### src/rtl/axis_uart_tx.sv
// axis_uart_tx: AXI-stream byte to UART serialiser (start, 8 data LSB first, stop bits).
// Optional parity bit between data and stop is compiled in with AXIS_UART_TX_PARITY_EN.
module axis_uart_tx #(
  parameter int DIVIDER    = 104,
  parameter int STOP_BITS  = 1,
  parameter bit PARITY_ODD = 1'b0
) (
  input  logic       clock,
  input  logic       resetn,
  input  logic [7:0] idata,
  input  logic       ivalid,
  output logic       iready,
  output logic       txd,
  output logic       busy
);
  localparam int BW = $clog2(DIVIDER);
  localparam logic [BW-1:0] RELOAD = BW'(DIVIDER - 1);
  localparam logic STOP_LAST = 1'(STOP_BITS - 1);
`ifdef AXIS_UART_TX_PARITY_EN
  typedef enum logic [2:0] {IDLE, START, DATA, PARITY, STOP} state_t;
`else
  typedef enum logic [1:0] {IDLE, START, DATA, STOP} state_t;
`endif
  state_t state_q, state_d;
  logic [BW-1:0] baud_q, baud_d;
  logic [2:0] bit_q, bit_d;
  logic stop_q, stop_d;
  logic [7:0] data_q, data_d;
  logic iready_q, iready_d, txd_q, txd_d, busy_q, busy_d, last;
  assign last = baud_q == '0;
  always_comb begin
    state_d  = state_q;
    baud_d   = last ? RELOAD : baud_q - 1'b1;
    bit_d    = bit_q;
    stop_d   = state_q == STOP ? stop_q : 1'b0;
    data_d   = data_q;
    iready_d = iready_q;
    busy_d   = busy_q;
    case (state_q)
      IDLE: begin
        iready_d = 1'b1;
        baud_d   = '0;
        if (ivalid && iready_q) begin
          data_d   = idata;
          iready_d = 1'b0;
          busy_d   = 1'b1;
          baud_d   = RELOAD;
          state_d  = START;
        end
      end
      START: if (last) begin
        state_d = DATA;
        bit_d   = 3'd0;
      end
      DATA: if (last) begin
        if (bit_q == 3'd7)
`ifdef AXIS_UART_TX_PARITY_EN
          state_d = PARITY;
`else
          state_d = STOP;
`endif
        else
          bit_d = bit_q + 3'd1;
      end
`ifdef AXIS_UART_TX_PARITY_EN
      PARITY: if (last) state_d = STOP;
`endif
      STOP: if (last) begin
        if (stop_q == STOP_LAST) begin
          state_d  = IDLE;
          iready_d = 1'b1;
          busy_d   = 1'b0;
          baud_d   = '0;
        end else begin
          stop_d = 1'b1;
        end
      end
      default: state_d = IDLE;
    endcase
    // Line level is derived from the next state so txd is a plain register.
`ifdef AXIS_UART_TX_PARITY_EN
    txd_d = state_d == START ? 1'b0 : state_d == DATA ? data_d[bit_d] :
            state_d == PARITY ? (^data_q) ^ PARITY_ODD : 1'b1;
`else
    txd_d = state_d == START ? 1'b0 : state_d == DATA ? data_d[bit_d] : 1'b1;
`endif
  end
  always_ff @(posedge clock or negedge resetn) begin
    if (!resetn) begin
      state_q  <= IDLE;
      baud_q   <= '0;
      bit_q    <= '0;
      stop_q   <= 1'b0;
      data_q   <= '0;
      iready_q <= 1'b0;
      txd_q    <= 1'b1;
      busy_q   <= 1'b0;
    end else begin
      state_q  <= state_d;
      baud_q   <= baud_d;
      bit_q    <= bit_d;
      stop_q   <= stop_d;
      data_q   <= data_d;
      iready_q <= iready_d;
      txd_q    <= txd_d;
      busy_q   <= busy_d;
    end
  end
  assign iready = iready_q;
  assign txd    = txd_q;
  assign busy   = busy_q;
endmodule
### config.mk
export PLATFORM = sky130hd
export DESIGN_NAME = axis_uart_tx
export DESIGN_NICKNAME = d
export VERILOG_FILES = /design/src/rtl/axis_uart_tx.sv
export SDC_FILE = /design/constraint.sdc
export NUM_CORES = 1
export LEC_CHECK = 0
export ABC_AREA = 1
export ABC_CLOCK_PERIOD_IN_PS = 4100
export BUFFER_PORTS_ARGS = -buffer_cell sky130_fd_sc_hd__buf_2
export CAP_MARGIN = 20
export CORE_AREA = 2 2 59 61
export CTS_CLUSTER_DIAMETER = 30
export DETAILED_ROUTE_END_ITERATION = 8
export DIE_AREA = 0 0 61 63
export HOLD_SLACK_MARGIN = 0.05
export SLEW_MARGIN = 20
export SYNTH_ARGS = -nofsm -noshare
export SYNTH_HDL_FRONTEND = slang
export SYNTH_SLANG_ARGS = --single-unit
export TNS_END_PERCENT = 50
### constraint.sdc
create_clock -name clock -period 4.1 [get_ports clock]
set_input_delay 0.205 -clock clock [delete_from_list [all_inputs] [get_ports clock]]
set_output_delay 0.205 -clock clock [all_outputs]
set_load 0.02 [all_outputs]
==> impl_metrics.json, run 1 <==
{
  "yosys_warnings": 0,
  "synth-seq-cells": 24,
  "synth.largest_area_cell": "dfrtp_1",
  "finalWeightedCongestion": 0.790,
  "start_kind": "flip-flop",
  "dr_total_vias": 1109,
  "status": "finished, final reports clean",
  "finalCritPeriodShare": 0.506,
  "synth_cell_types": 28,
  "cts_tree": "done",
  "grt_pass1_vias": 1092,
  "start_util": 0.436,
  "met1_length_um": 1280,
  "area_delta_synth_final_pct": 11.6,
  "cap_viol_max_count": 0,
  "die_area_um2": 3840,
  "grt_max_degree": 25,
  "numClockSinks": 24,
  "critPathMaxFanout": 13,
  "cp.arrival_ps": 2350,
  "finalCriticalPeriod_ps": 2080,
  "ys_async_sr_fraction": 1.00,
  "crit_type": "flip-flop to flip-flop",
  "finalPower_mw": 0.377,
  "finalHoldViolCount": 0,
  "synth_flop_cell": "dfrtp_1",
  "syn_area_um2": 1410,
  "final_util": 0.487,
  "diodes": 0,
  "antenna_found_initial": 0,
  "wirelength_um": 2680,
  "route.detailed.drc": 0,
  "fmax_mhz": 482,
  "yosysSeqAreaShare": 0.427,
  "clk_path_buf_depth": 2,
  "top_layer": "met4",
  "grt_setup_unrepaired": "no",
  "dp_cells": 229,
  "vias_per_cell": 4.74,
  "maxSlewHeadroom": 0.642,
  "endpoint_kind": "flip-flop",
  "hp-class": "primary input to flip-flop",
  "synthCells": 171,
  "drt_first_iter_violations": 22,
  "drive_gt1_frac": 0.234,
  "grtUsageTotal": 0.156,
  "grt-ovfl-total": 0,
  "tightestPinTransition_ps": 537,
  "grt_pass1_wl_um": 4610,
  "instances_no_fill": 234,
  "fin_tns_setup_ps": 0,
  "wl_met2_um": 1270,
  "synthTopCellsByArea": "dfrtp_1 (41%), nand2_1 (8.5%), inv_1 (8.0%)",
  "core_um2": 3230,
  "wl_met3_um": 66,
  "multi_input_area_um2": 678,
  "wire_per_inst_um": 11.4,
  "drv_slew": 0,
  "firstDrtPassIters": 4,
  "synth-edff-count": 0,
  "skew_ps": 3.47,
  "seqCellArea_um2": 602,
  "leakage_nw": 0.854,
  "postRouteAntennaNets": 0,
  "die_x_um": 61,
  "io_buffer_count": 13,
  "powerDensity_nw_per_um2": 240,
  "io_pins": 14,
  "cts_max_level": 1,
  "fillers": 313,
  "peakVddDrop_v": 0.000125,
  "syn_area_per_cell_um2": 8.24,
  "netlist.area_leader.share": 0.409,
  "setup_viol": 0,
  "root_buffer": "clkbuf_4",
  "fp.dieH_um": 63,
  "holdWs_ps": 133,
  "cts_made_buffers": 3,
  "required_ps": 4380,
  "synth_nets": 188,
  "dpl.hpwl_um": 2010,
  "nNetsFinal": 206,
  "worstSkewPairLatency_ps": 320,
  "rows": 21,
  "cts.clk_slew.worst_paths_ps": 130
}
cells by family after synthesis:
family          count (synthesis)  share of synthesized area
fa+ha+maj                       6                     0.0533
buf+inv                        34                     0.0915
compound gates                 31                      0.127
simple gates                   73                      0.282
xor+xnor                        3                     0.0187
flops                          24                      0.427
cells in the final DEF (no fill, tap or decap):
cell / n
or2_2: 4
buf_2: 13
o21ai_2: 3
inv_2: 3
nor2_4: 6
nand2_4: 3
inv_1: 30
a21oi_2: 1
xor2_1: 2
ha_1: 6
clkbuf_8: 1
dlygate4sd3_1: 1
nor2_1: 6
nand3_2: 2
nand3b_1: 1
o21ai_0: 18
a31o_2: 1
nor2_2: 1
dfstp_2: 1
nand2_2: 2
nand2_1: 32
dfrtp_1: 23
nand3_1: 13
a21oi_1: 4
or2_1: 1
a211oi_1: 2
or3_1: 1
xnor2_1: 1
o21ai_1: 2
nor3_1: 1
clkbuf_4: 3
area by class of cell:
type | count | share of cell area
Clock buffer | 4 | 0.0231
Inverter | 33 | 0.0788
Multi-Input combinational cell | 113 | 0.431
Sequential cell | 24 | 0.383
Tap cell | 46 | 0.0366
Timing Repair Buffer | 14 | 0.0477
synth_stat cells, types with 2 or more instances:
cell type,instances
a21oi_1,4
nand3_1,13
inv_2,3
inv_1,30
xor2_1,2
dfrtp_1,23
nand2_1,32
o21ai_1,2
o21ai_2,3
nand2_2,2
nand3_2,2
or2_2,4
nor2_4,6
nor2_1,6
nand2_4,3
ha_1,6
o21ai_0,18
a211oi_1,2
what timing repair did:
action,in CTS,in global routing
endpoints found under the hold margin,23,0
hold buffers,1,0
gates resized for setup,0,0
setup buffers,0,0
state kept, by name (all words and copies together) (netlist names):
register,count
data_q,8
txd,1
iready,1
state_q,2
stop_q,1
baud_q,7
busy,1
bit_q,3
worst max-delay path, stage by stage (launching register included):
cell     delay (ps)
dfrtp_1         440
inv_1            90
ha_1            250
nand2_1         310
inv_2           120
or2_2           280
o21ai_0         110
nand2_1          90
nand3_1          80
nand2_1          60
nand2_1          50
nand3_1          60
nand2_1          60
inv_1            40
power by group:
group	total [mW]	switching, mW	internal [mW]
sequential	0.237	0	0.237
clock	0.130	0.0753	0.0544
combinational	0.0103	0.00622	0.00411
stage by stage:
| stage | worst slack [ps] | cell area [um2] |
|---|---|---|
| after floorplan | 2440 | 1410 |
| after global placement | 2140 | 1530 |
| after detailed placement | 2050 | 1530 |
| after CTS | 2010 | 1570 |
| after global routing | 1810 | 1570 |
| final | 2020 | 1570 |
metal layers:
| layer | global-route usage | vias to the layer above |
|---|---|---|
| met1 | 0.205 | 507 |
| met4 | 0.0571 | 0 |
| met3 | 0.0186 | 7 |
| met5 | 0 | - |
| li1 | - | 579 |
| met2 | 0.258 | 16 |
path summary, 6_finish.rpt:
check / startpoint / endpoint / slack [ps] / cells past startpoint
max in group asynchronous: resetn / txd$_DFF_PN1_ / 3350 / 2
min in group asynchronous: resetn / data_q[5]$_DFF_PN0_ / 370 / 2
worst max register to register: state_q[0]$_DFF_PN0_ / txd$_DFF_PN1_ / 2020 / 13
worst max-delay path: state_q[0]$_DFF_PN0_ / txd$_DFF_PN1_ / 2020 / 13
worst min register to register: busy$_DFFE_PN0P_ / busy$_DFFE_PN0P_ / 510 / 2
worst min-delay path: idata[3] / data_q[3]$_DFF_PN0_ / 130 / 3
No activity file was read; power rests on OpenSTA's default activity.
==> run 2: changes to the inputs <==
ABC_CLOCK_PERIOD_IN_PS = 1900   (was 4100)
clock period = 1.9 ns   (was 4.1 ns; I/O delays follow)
==> run 2 against run 1 <==
Cell count grew 5.1%. Clock power increased by 79%. Non-clock buffer count up 12. Die area unchanged. Register-to-register slack got worse by 2000 ps. Sequential share of layout area down 2.9 points. Critical path type unchanged. Largest cell class unchanged.
==> impl_metrics.json, run 2 (synthesis gave the netlist of run 1 again) <==
{
  "leakage_nw": 0.901,
  "powerDensity_nw_per_um2": 453,
  "final_cell_mix": "inv_1 (28), nand2_1 (28), dfrtp_1 (23)",
  "tightestPinTransition_ps": 538,
  "maxSlewHeadroom": 0.641,
  "antenna_found_initial": 0,
  "diodes": 0,
  "wirelength_um": 2830,
  "drive_gt1_frac": 0.310,
  "start_kind": "flip-flop",
  "required_ps": 2150,
  "die_x_um": 61,
  "dr_total_vias": 1155,
  "peakVddDrop_v": 0.000291,
  "fp.dieH_um": 63,
  "holdWs_ps": 58.8,
  "numClockSinks": 24,
  "drv_slew": 0,
  "skew_ps": 23.5,
  "clk_path_buf_depth": 2,
  "cts_tree": "done",
  "reg.largest.list": "data_q x8, baud_q x7, bit_q x3",
  "grt_setup_unrepaired": "yes",
  "postRouteAntennaNets": 0,
  "root_buffer": "clkbuf_4",
  "largest_reg_flops": 8,
  "grt-ovfl-total": 0,
  "rows": 21,
  "grt_max_degree": 25,
  "status": "finished, final reports clean",
  "cts.clk_slew.worst_paths_ps": 150,
  "nNetsFinal": 218,
  "seqCellArea_um2": 602,
  "grt_pass1_vias": 1152,
  "cts_made_buffers": 3,
  "fillers": 308,
  "firstDrtPassIters": 2,
  "finalCriticalPeriod_ps": 1830,
  "finalWeightedCongestion": 0.812,
  "hp-class": "primary input to flip-flop",
  "max_flop_register": "data_q",
  "wire_per_inst_um": 11.5,
  "area_delta_synth_final_pct": 20.9,
  "finalPower_mw": 0.772,
  "finalCritPeriodShare": 0.963,
  "core_um2": 3230,
  "endpoint_kind": "flip-flop",
  "grtUsageTotal": 0.164,
  "multi_input_area_um2": 718,
  "io_pins": 14,
  "crit_type": "flip-flop to flip-flop",
  "cp.arrival_ps": 2080,
  "fmax_mhz": 547,
  "grt_pass1_wl_um": 4930,
  "drt_first_iter_violations": 43,
  "io_buffer_count": 13,
  "vias_per_cell": 4.70,
  "start_util": 0.436,
  "finalHoldViolCount": 0,
  "cts_max_level": 1,
  "critPathMaxFanout": 5,
  "route.detailed.drc": 0,
  "dpl.hpwl_um": 2180,
  "cap_viol_max_count": 0,
  "worstSkewPairLatency_ps": 320,
  "setup_viol": 0,
  "die_area_um2": 3840
}
-- run 2: changes by cell type in the layout (fill, tap and decap cells not counted), sizes merged --
cell         previous run  this run
buf                    13        21
dlygate4sd3             1         5
-- run 2: critical path, stage by stage, from the launching register on --
cell     delay (ps)
dfrtp_1         420
inv_2            70
ha_4            160
inv_2            50
nor2_2          120
nand3_2         110
a21oi_2         190
nand2_2         120
nand2_4         120
nand2_2          50
nand3_2          60
nand2_1          60
nand2_1          50
nand3_1          60
nand2_1          60
inv_1            40
-- run 2: routing by layer --
layer | part of all wire | global-route usage | wire (um) | vias to the layer above
met5 | 0 | 0 | 0 | -
met4 | 0.0078 | 0.0408 | 22 | 0
met3 | 0.016 | 0.0186 | 44 | 2
met2 | 0.52 | 0.284 | 1480 | 7
met1 | 0.45 | 0.212 | 1290 | 548
li1 | - | - | - | 598
-- run 2: what timing repair did --
action,in CTS,in global routing
setup endpoints to repair,1,1
hold buffers,5,0
setup buffers,0,2
pin swaps,0,8
resized for setup,1,11
endpoints found under the hold margin,27,0
-- run 2: layout make-up --
cell class | instances | area share
multi-input combinational | 113 | 0.422
tap | 46 | 0.0338
clock buffer | 4 | 0.0154
timing repair buffer | 26 | 0.103
inverter | 33 | 0.0727
sequential | 24 | 0.353
-- run 2: final timing paths --
check / startpoint / end / slack (ps) / depth (start not counted)
max in group asynchronous: resetn / txd$_DFF_PN1_ / 1230 / 2
min in group asynchronous: resetn / data_q[5]$_DFF_PN0_ / 270 / 2
max reg2reg: baud_q[1]$_DFF_PN0_ / txd$_DFF_PN1_ / 70 / 15
min reg2reg: stop_q$_DFF_PN0_ / stop_q$_DFF_PN0_ / 490 / 2
max: baud_q[1]$_DFF_PN0_ / txd$_DFF_PN1_ / 70 / 15
min: idata[0] / data_q[0]$_DFF_PN0_ / 60 / 3
-- run 2: where the power goes --
part	leakage (nW)	internal [mW]	total [mW]	switching (mW)
clock	0.0150	0.0818	0.233	0.151
sequential	0.286	0.511	0.511	0
combinational	0.600	0.0142	0.0283	0.0141
total	0.901	0.607	0.772	0.165
-- run 2: per-stage QoR --
step,utilization,instance area [um2],TNS [ps],std cells,worst slack (ps)
floorplan,-,1410,0,171,245
global placement,0.486,1570,0,235,71.3
detailed placement,0.486,1570,0,235,56.9
CTS,0.511,1650,0,244,28.1
global route,0.527,1700,-111,246,-111
finish,0.527,1700,0,246,70.6
==> run 3: changes to the inputs <==
ABC_CLOCK_PERIOD_IN_PS = 1600   (was 1900)
clock period = 1.6 ns   (was 1.9 ns; I/O delays follow)
==> run 3 against run 2 <==
Non-clock buffer count rose by 29. The flow now finishes with violations (setup timing). Hold slack better by 34 ps. Largest cell class unchanged. Critical path depth unchanged. Global-route usage grew 1.9 points. Utilization rose by 10 points. Cell count rose by 12%. First-iteration DRC count is 4.7% higher. Final area grew 20%. Maximum frequency grew 5.7%. Clock skew decreased by 5.6 ps. Critical endpoint unchanged.
==> impl_metrics.json, run 3 (synthesis gave the netlist of run 1 again) <==
{
  "core_um2": 3230,
  "combPwrFrac": 0.034,
  "diodes": 0,
  "instances_no_fill": 275,
  "numClockSinks": 24,
  "status": "finished with violations",
  "failed_checks": "setup timing",
  "maxSlewHeadroom": 0.630,
  "setup_ws_ps": -131,
  "cts_max_level": 1,
  "setup_viol": 1,
  "grt_setup_unrepaired": "yes",
  "holdWs_ps": 93.0,
  "p_clk_frac": 0.310,
  "skew_ps": 17.9,
  "grt-ovfl-total": 0,
  "reg.largest.list": "data_q x8, baud_q x7, bit_q x3",
  "finalWeightedCongestion": 0.823,
  "ff2ff_setup_slack_ps": -130,
  "grt_pass1_wl_um": 5380,
  "required_ps": 1860,
  "drv_slew": 0,
  "swShare": 0.225,
  "crit_type": "flip-flop to flip-flop",
  "pwr-share-seq": 0.656,
  "cp.arrival_ps": 1990,
  "grt_max_degree": 25,
  "dp_slack_ps": -139,
  "endpoint_kind": "flip-flop",
  "cap_viol_max_count": 0,
  "powerDensity_nw_per_um2": 454,
  "firstDrtPassIters": 5,
  "p_int_mw": 0.717,
  "hp-class": "primary input to flip-flop",
  "wire_per_inst_um": 11.6,
  "antenna_found_initial": 0,
  "grt_pass1_vias": 1301,
  "dp_cells": 259,
  "fp.dieH_um": 63,
  "finalCritPeriodShare": 1.08,
  "clk_path_buf_depth": 2,
  "dpl.hpwl_um": 2350,
  "p_switching_mw": 0.208,
  "vias_per_cell": 4.66,
  "area_delta_synth_final_pct": 44.5,
  "cts.clk_slew.worst_paths_ps": 150,
  "tightestPinTransition_ps": 554,
  "die_area_um2": 3840,
  "fin_tns_setup_ps": -131,
  "finalCriticalPeriod_ps": 1730,
  "die_x_um": 61,
  "postRouteAntennaNets": 0,
  "fmax_mhz": 578,
  "finalHoldViolCount": 0,
  "cts_tree": "done",
  "start_util": 0.436,
  "critPathMaxFanout": 5,
  "leakage_nw": 1.06,
  "wirelength_um": 3200,
  "dr_total_vias": 1281,
  "drive_gt1_frac": 0.493,
  "drt_first_iter_violations": 45,
  "rows": 21,
  "worstSkewPairLatency_ps": 320,
  "io_pins": 14,
  "peakVddDrop_v": 0.000334,
  "largest_reg_flops": 8,
  "final_cell_mix": "buf_4 (39), inv_1 (27), nand2_1 (23), dfrtp_1 (23), buf_2 (13)",
  "nNetsFinal": 247,
  "final_common_cell": "buf_4",
  "grtUsageTotal": 0.183,
  "io_buffer_count": 13,
  "max_flop_register": "data_q",
  "cts_made_buffers": 3,
  "root_buffer": "clkbuf_4",
  "start_kind": "flip-flop",
  "route.detailed.drc": 0
}
-- run 3: final timing paths --
path	endpoint	cells past startpoint	startpoint
worst min register to register	busy$_DFFE_PN0P_	2	busy$_DFFE_PN0P_
max in group asynchronous	txd$_DFF_PN1_	2	resetn
worst min-delay path	data_q[7]$_DFF_PN0_	4	idata[7]
worst max register to register	txd$_DFF_PN1_	15	baud_q[1]$_DFF_PN0_
min in group asynchronous	data_q[5]$_DFF_PN0_	2	resetn
worst max-delay path	txd$_DFF_PN1_	15	baud_q[1]$_DFF_PN0_
-- run 3: stage by stage --
step / area, um2 / util / power, mW
floorplan: 1430 / - / 0.620
global placement: 1780 / 0.550 / 0.643
detailed placement: 1780 / 0.550 / 0.644
CTS: 1880 / 0.581 / 0.935
global route: 2040 / 0.630 / 0.961
finish: 2040 / 0.630 / 0.924
-- run 3: critical path: stages, from the launching register on --
cell and delay [ps]:
dfrtp_1 410, inv_2 70, ha_4 170, inv_4 40, nor2_4 110, nand3_4 90, a21oi_4 180, nand2_4 90
nand2_4 90, nand2_1 60, nand3_1 70, nand2_1 50, nand2_1 70, nand3_2 70, nand2_1 70, inv_1 40
-- run 3: cell type report --
type	count	area, um2
Fill cell	288	1200
Multi-Input combinational cell	113	835
Sequential cell	24	602
Timing Repair Buffer	55	389
Inverter	33	126
Tap cell	46	57.6
Clock buffer	4	26.3
-- run 3: power groups by stage --
stage	clock network (mW)	registers (mW)	logic, mW
after floorplan	0	0.618	0.00184
after global placement	0	0.618	0.0248
after detailed placement	0	0.618	0.0257
after CTS	0.299	0.607	0.0297
after global routing	0.318	0.607	0.0365
final	0.286	0.607	0.0315
-- run 3: routing by layer --
layer	GRT usage	part of all wire
met2	0.328	0.55
met5	0	0
met1	0.222	0.43
met4	0.0543	0.013
met3	0.0207	0.013
-- run 3: timing repair --
item,CTS,global route
gates resized for setup,7,37
pin swaps,6,15
setup buffers,5,5
hold buffers,2,0
endpoints found under the hold margin,24,0
setup endpoints to repair,2,12
